<file path="config.mk">
export PLATFORM = sky130hd
export DESIGN_NAME = gate_exerciser
export DESIGN_NICKNAME = d
export VERILOG_FILES = /design/src/rtl/gate_exerciser.sv
export SDC_FILE = /design/constraint.sdc
export NUM_CORES = 1
export LEC_CHECK = 0
export CAP_MARGIN = 20
export CORE_MARGIN = 4
export CORE_UTILIZATION = 48
export CTS_CLUSTER_SIZE = 25
export DETAILED_ROUTE_END_ITERATION = 16
export PLACE_DENSITY = 0.8
export SYNTH_ARGS = -nofsm -noshare
export SYNTH_HDL_FRONTEND = slang
export SYNTH_SLANG_ARGS = --single-unit
export TNS_END_PERCENT = 10
</file>
<file path="constraint.sdc">
create_clock -name clk -period 6.05 [get_ports clk]
set_input_delay 1.5125 -clock clk [delete_from_list [all_inputs] [get_ports clk]]
set_output_delay 1.5125 -clock clk [all_outputs]
set_load 0.02 [all_outputs]
</file>
<file path="src/rtl/gate_exerciser.sv">
// Exhaustive 2-input AND tester: walks vectors 00,01,10,11, settles, samples f, tallies mismatches.
// Optional GATE_EXERCISER_LOOP_EN: rerun automatically one cycle after each completed run.
module gate_exerciser #(
  parameter int SETTLE = 3
) (
  input  logic       clk,
  input  logic       rst,
  input  logic       start,
  output logic       x,
  output logic       y,
  input  logic       f,
  output logic       busy,
  output logic       done,
  output logic       pass,
  output logic [2:0] err_count,
  output logic [3:0] fail_vec
);

  // state  | meaning
  // IDLE   | waiting for start, operands parked at 0
  // DRIVE  | current vector applied, settle counter running
  // SAMPLE | vector settled, f compared on the exit edge
  // DONE   | results valid and held
  typedef enum logic [1:0] {IDLE, DRIVE, SAMPLE, DONE} state_t;

  localparam logic [3:0] CNT_LOAD = 4'(SETTLE - 1);

  state_t     state;
  logic [1:0] v;
  logic [1:0] v_next;
  logic [3:0] cnt;
  logic       mismatch;
  logic [2:0] err_next;
  logic       launch;

  assign v_next   = v + 2'd1;
  assign mismatch = f != (x & y);
  assign err_next = err_count + {2'b00, mismatch};

`ifdef GATE_EXERCISER_LOOP_EN
  assign launch = ((state == IDLE) && start) || (state == DONE);
`else
  assign launch = ((state == IDLE) || (state == DONE)) && start;
`endif

  always_ff @(posedge clk or posedge rst) begin
    if (rst) begin
      state     <= IDLE;
      v         <= 2'd0;
      cnt       <= 4'd0;
      x         <= 1'b0;
      y         <= 1'b0;
      busy      <= 1'b0;
      done      <= 1'b0;
      pass      <= 1'b0;
      err_count <= 3'd0;
      fail_vec  <= 4'd0;
    end else if (launch) begin
      state     <= DRIVE;
      v         <= 2'd0;
      cnt       <= CNT_LOAD;
      x         <= 1'b0;
      y         <= 1'b0;
      busy      <= 1'b1;
      done      <= 1'b0;
      pass      <= 1'b0;
      err_count <= 3'd0;
      fail_vec  <= 4'd0;
    end else begin
      case (state)
        DRIVE: begin
          if (cnt == 4'd0) state <= SAMPLE;
          else             cnt   <= cnt - 4'd1;
        end
        SAMPLE: begin
          if (mismatch) begin
            fail_vec[v] <= 1'b1;
            err_count   <= err_next;
          end
          if (v == 2'd3) begin
            state <= DONE;
            v     <= 2'd0;
            x     <= 1'b0;
            y     <= 1'b0;
            busy  <= 1'b0;
            done  <= 1'b1;
            pass  <= (err_next == 3'd0);
          end else begin
            state <= DRIVE;
            v     <= v_next;
            cnt   <= CNT_LOAD;
            x     <= v_next[1];
            y     <= v_next[0];
          end
        end
        default: ;  // IDLE and DONE hold until launch
      endcase
    end
  end

endmodule

</file>
==> flow_summary.ini, run 1 <==
[status]
status = completed

[worst_setup_path]
cp_max_fo = 6
critPathKind = primary input to flop
end_kind = flop
start_kind = primary input
reg2reg_slack_ps = 3660
reg2reg_depth = 7
cp_data_arrival_time_ps = 3590
r2r_end = pass
cp_data_required_time_ps = 6260
rr_startpoint = v[0]

[clock_network]
holdBufCountCts = 0
cts_root_buf = clkbuf_4
cts_tree = yes
cts-buffers-inserted = 3
clk_latency_ps = 300
post_cts_resized = 0
clk_path_buf_depth = 2
ctsHtreeMaxLevel = 1
numClockSinks = 18
clk_pin_slew_ps = 110
post_cts_buffers = 0

[global_routing]
grt_util_met3 = 0.05540
grt_use_met1 = 0.2157
grt_pass1_vias = 811
grt_usage = 0.1779
grt.busiest_layer = met2
grt_use_met2 = 0.2939
antenna_found_initial = 0
grt_max_degree = 19
overflow = 0
grt_pass1_wl_um = 3622

[min_path]
min_path_cells = 2
hold_class = flop to flop
holdPathEnd = busy
min_from = busy

[floorplan]
rows = 16
io_pins = 16
initial_core_util = 0.5096
coreArea_sq_mm = 0.001962
die-area_sq_mm = 0.002877
die_height_um = 53.64
fp.dieW_um = 53.64

[synthesis]
ys_seq_area_frac = 0.4506
synth_top_area_share = 0.4506
yosysWarnings = 0
synth.top_cells.by_count = dfrtp_1, ha_1, inv_1
yosysMostFrequentCell = dfrtp_1
avgSynthCellArea_sq_um = 9.898
yosys.area.top_type = dfrtp_1
ys_async_sr_fraction = 1.000
syn_area_sq_um = 999.7
syn_nets = 115
synth_cells = 101
ys_seq_elements = 18
synth_area_leaders = dfrtp_1, ha_1, inv_1
synth_flop_cell = dfrtp_1
synth.distinct_cells = 33
synth_edf_count = 0

[sta]
finalSetupViolCount = 0
rsz0062_at_grt = no
fin_crit_sh = 0.5581
slew_headroom = 0.4825
finalHoldViolations = 0
worstMarginPinSlew_ps = 775.7
slew_viol_final = 0
setup_ws_ps = 2673
fin_setup_tns_ps = 0
clock_skew_ps = 9.564
timing.fmax_mhz = 296.2
min_period_ps = 3377

[finish]
nNetsFinal = 133
drive_above_1_share = 0.09322
antennaDiodeCount = 0
syn_to_final_growth_pct = 20.90
fillCellCount = 178

[pwr]
p_per_area_mw_per_mm2 = 398.2
ir_drop_v = 0.0002233
power_uw = 481.3
cellLeakagePower_uw = 0.0005626

[route]
vias = 792
firstDrtPassIters = 4
drc = 0
wl_per_cell_um = 14.37
drtIter0Drc = 16
routed_wl_um = 2083
viasPerCell = 5.462
antenna_left = 0

[place]
place_congestion = 0.8512
portBuffers = 15
dp_hpwl_um = 1509
post-place-ws_ps = 2371

[flow_run]
max_cap_viol_count = 0
[critical path, stage by stage]
cell	delay, ps
clkdlybuf4s50_1	430
xnor2_1	300
inv_1	180
ha_1	220
ha_1	290
or4_1	500
a21oi_1	160
[power breakdown]
part	switching (uW)	total (uW)	internal (uW)
Combinational	129	230	102
Sequential	25.3	175	150
Clock	39.2	75.9	36.7
[through the flow]
| step | util | hold WS, ps | cell area (sq um) | std cells |
|---|---|---|---|---|
| 5_1_grt | 0.6161 | 507.1 | 1209 | 145 |
| 6_report | 0.6161 | 495.8 | 1209 | 145 |
| 3_3_place_gp | 0.5976 | 461.3 | 1172 | 141 |
| 2_1_floorplan | - | 499.0 | 999.7 | 101 |
| 3_5_place_dp | 0.5976 | 473.4 | 1172 | 141 |
| 4_1_cts | 0.6161 | 499.3 | 1209 | 145 |
[layer usage]
layer,part of all wire,vias up
li1,-,387
met4,0.0067,0
met2,0.49,22
met5,0,-
met3,0.049,2
met1,0.45,381
[logic make-up (layout without fill, tap and decap cells)]
logic type      count (synthesis)  after routing  share of synthesized area
fa+ha+maj                      10             10                     0.1252
xor+xnor                        2              2                    0.01753
compound gates                 21             21                     0.1352
mux                             3              3                    0.03129
flops                          18             18                     0.4506
simple gates                   35             35                     0.1915
buf+inv                        12             29                    0.04881
[flip-flops by register name, summed over array words and instances, names as in the netlist]
signal,flops
v,2
cnt,4
done,1
fail_vec,4
err_count,3
pass,1
state,2
busy,1
[cell usage in the layout, fill, tap and decap left out]
cell type,instances
nor3_1,2
a31oi_1,5
nand3_1,5
or3_1,1
mux2_2,1
and2_0,1
and2_1,1
xor2_1,1
o31a_1,1
clkdlybuf4s50_1,15
and4bb_2,1
or4_1,1
xnor2_1,1
ha_1,10
or3_2,1
a21o_1,1
mux2i_1,2
a211o_2,1
o21ai_0,4
clkbuf_8,1
dfrtp_1,18
nor2_1,7
inv_1,10
nor2b_1,1
or3b_4,1
clkbuf_4,3
a21oi_1,6
nand2b_1,2
and4_2,1
nand3b_1,1
a211oi_2,1
nand2_1,8
nand4_1,1
o21a_1,2
[final cells by class]
type	instances	area [sq um]	share of cell area
multi-input cells	71	500.5	0.4141
well taps	27	33.78	0.02795
flip-flops and latches	18	450.4	0.3727
clock buffers	4	36.28	0.03002
inverters	10	37.54	0.03106
repair buffers	15	150.1	0.1242
[how the worst max path moves through the flow]
| stage | from | end | slack, ps | cells past startpoint |
|---|---|---|---|---|
| after floorplan | f | pass | 2990 | 6 |
| after global placement | f | pass | 2440 | 7 |
| after detailed placement | f | pass | 2370 | 7 |
| after CTS | f | pass | 2680 | 7 |
| after global routing | f | pass | 2550 | 7 |
| final | f | pass | 2670 | 7 |
No activity file was read; power rests on OpenSTA's default activity.
==> inputs of run 2 (changes only) <==
- CORE_UTILIZATION: 48 -> 46
- clock period: 6.05 -> 3.05 ns (I/O delays scaled with it)
==> flow_summary.ini, run 2 (synthesized netlist as in run 1, its figures left out) <==
[floorplan]
rows = 16
io_pins = 16
die-area_sq_mm = 0.002983
initial_core_util = 0.4944
coreArea_sq_mm = 0.002022
fp.dieW_um = 54.62
die_height_um = 54.62

[route]
drtIter0Drc = 9
drc = 0
routed_wl_um = 2040
vias = 797
antenna_left = 0
viasPerCell = 5.459
firstDrtPassIters = 4
wl_per_cell_um = 13.97

[worst_setup_path]
cp_data_required_time_ps = 3270
r2r_end = pass
slowest_stage = or4_1
startpoint = f
cp_cell_sequence = clkdlybuf4s50_1 -> xnor2_1 -> inv_1 -> ha_1 -> ha_1 -> or4_1 -> a21oi_1
critPathKind = primary input to flop
path_delay_family = buffers and inverters
end_kind = flop
start_kind = primary input
cp_data_arrival_time_ps = 2790
cp_num_buf_inv = 2
crit_end = pass
rr_startpoint = v[1]
crit_cells = 7
reg2reg_depth = 7
max_stage_delay_ps = 500
cp_max_fo = 5
crit_top_cell = ha_1
reg2reg_slack_ps = 710

[sta]
worstMarginPinSlew_ps = 693.4
slew_viol_final = 0
whs_ps = 491.5
fin_setup_tns_ps = 0
fin_crit_sh = 0.8436
finalHoldViolations = 0
timing.fmax_mhz = 388.7
min_period_ps = 2573
finalSetupViolCount = 0
clock_skew_ps = 7.640
rsz0062_at_grt = no
slew_headroom = 0.5372

[finish]
layout_common_cells = dfrtp_1, clkdlybuf4s50_1, inv_1, ha_1, nand2_1
antennaDiodeCount = 0
finish.utilization = 0.5984
final_cell_area_sq_mm = 0.001210
final_common_cell = dfrtp_1
top_regs = cnt x4, fail_vec x4, err_count x3
syn_to_final_growth_pct = 21.03
drive_above_1_share = 0.1008
nNetsFinal = 135
layoutNonFillerInstCount = 146

[status]
status = completed

[flow_run]
max_cap_viol_count = 0

[pwr]
ir_drop_v = 0.0003837
p_per_area_mw_per_mm2 = 772.4
cellLeakagePower_uw = 0.0005654

[global_routing]
grt_pass1_wl_um = 3650
overflow = 0
antenna_found_initial = 0
grt_pass1_vias = 808
grt_max_degree = 19
grt_usage = 0.1705

[clock_network]
cts-buffers-inserted = 3
clk_latency_ps = 290
cts_root_buf = clkbuf_4
holdBufCountCts = 0
clk_pin_slew_ps = 90
post_cts_resized = 0
cts_tree = yes
post_cts_buffers = 0
clk_path_buf_depth = 2
numClockSinks = 18
ctsHtreeMaxLevel = 1

[min_path]
hold_class = flop to flop

[place]
portBuffers = 15
place_congestion = 0.9211
dp_hpwl_um = 1523
placed_cells = 143
placed_cell_area_sq_mm = 0.001187
[run 2: cell types whose count changed in the layout (fill, tap and decap cells not counted), sizes merged]
cell,delta
buf,+2
clkbuf,-1
[run 2: through the flow]
| step | power (uW) | setup slack (ps) |
|---|---|---|
| after floorplan | 679.9 | 744.1 |
| after global placement | 803.2 | 281.4 |
| after detailed placement | 823.6 | 200.7 |
| after CTS | 942.0 | 495.9 |
| after global routing | 1017 | 352.9 |
| final | 934.5 | 477.0 |
[run 2: routing by layer]
metal,vias to the layer above,track usage,share of wire
met5,-,0,0
met4,0,0.04979,0.010
met3,4,0.02452,0.031
met2,20,0.2835,0.47
met1,387,0.2277,0.49
li1,386,-,-
[run 2: cell type report]
type                    count  area, sq um
fillers                   196        812.0
multi-input cells          71        500.5
flip-flops and latches     18        450.4
repair buffers             17        165.2
inverters                  10        37.54
well taps                  27        33.78
clock buffers               3        22.52
[run 2: worst min-delay path by stage]
stage                      start  endpoint  cells past startpoint
after floorplan           cnt[1]    cnt[1]                      1
after global placement      busy      busy                      2
after detailed placement    busy      busy                      2
after CTS                   done      done                      1
after global routing        done      done                      1
final                       busy      busy                      2
[run 2: report_power, final]
part           switching (uW)  internal, uW
sequential               50.7           297
clock                    70.2          45.9
combinational             260           210
total                     381           553
[run 2: worst reg2reg max path: stages (launching register included)]
cell and delay [ps]:
dfrtp_1 440, ha_1 250, xnor2_1 300, inv_1 110, ha_1 210, ha_1 290
or4_1 500, a21oi_1 150
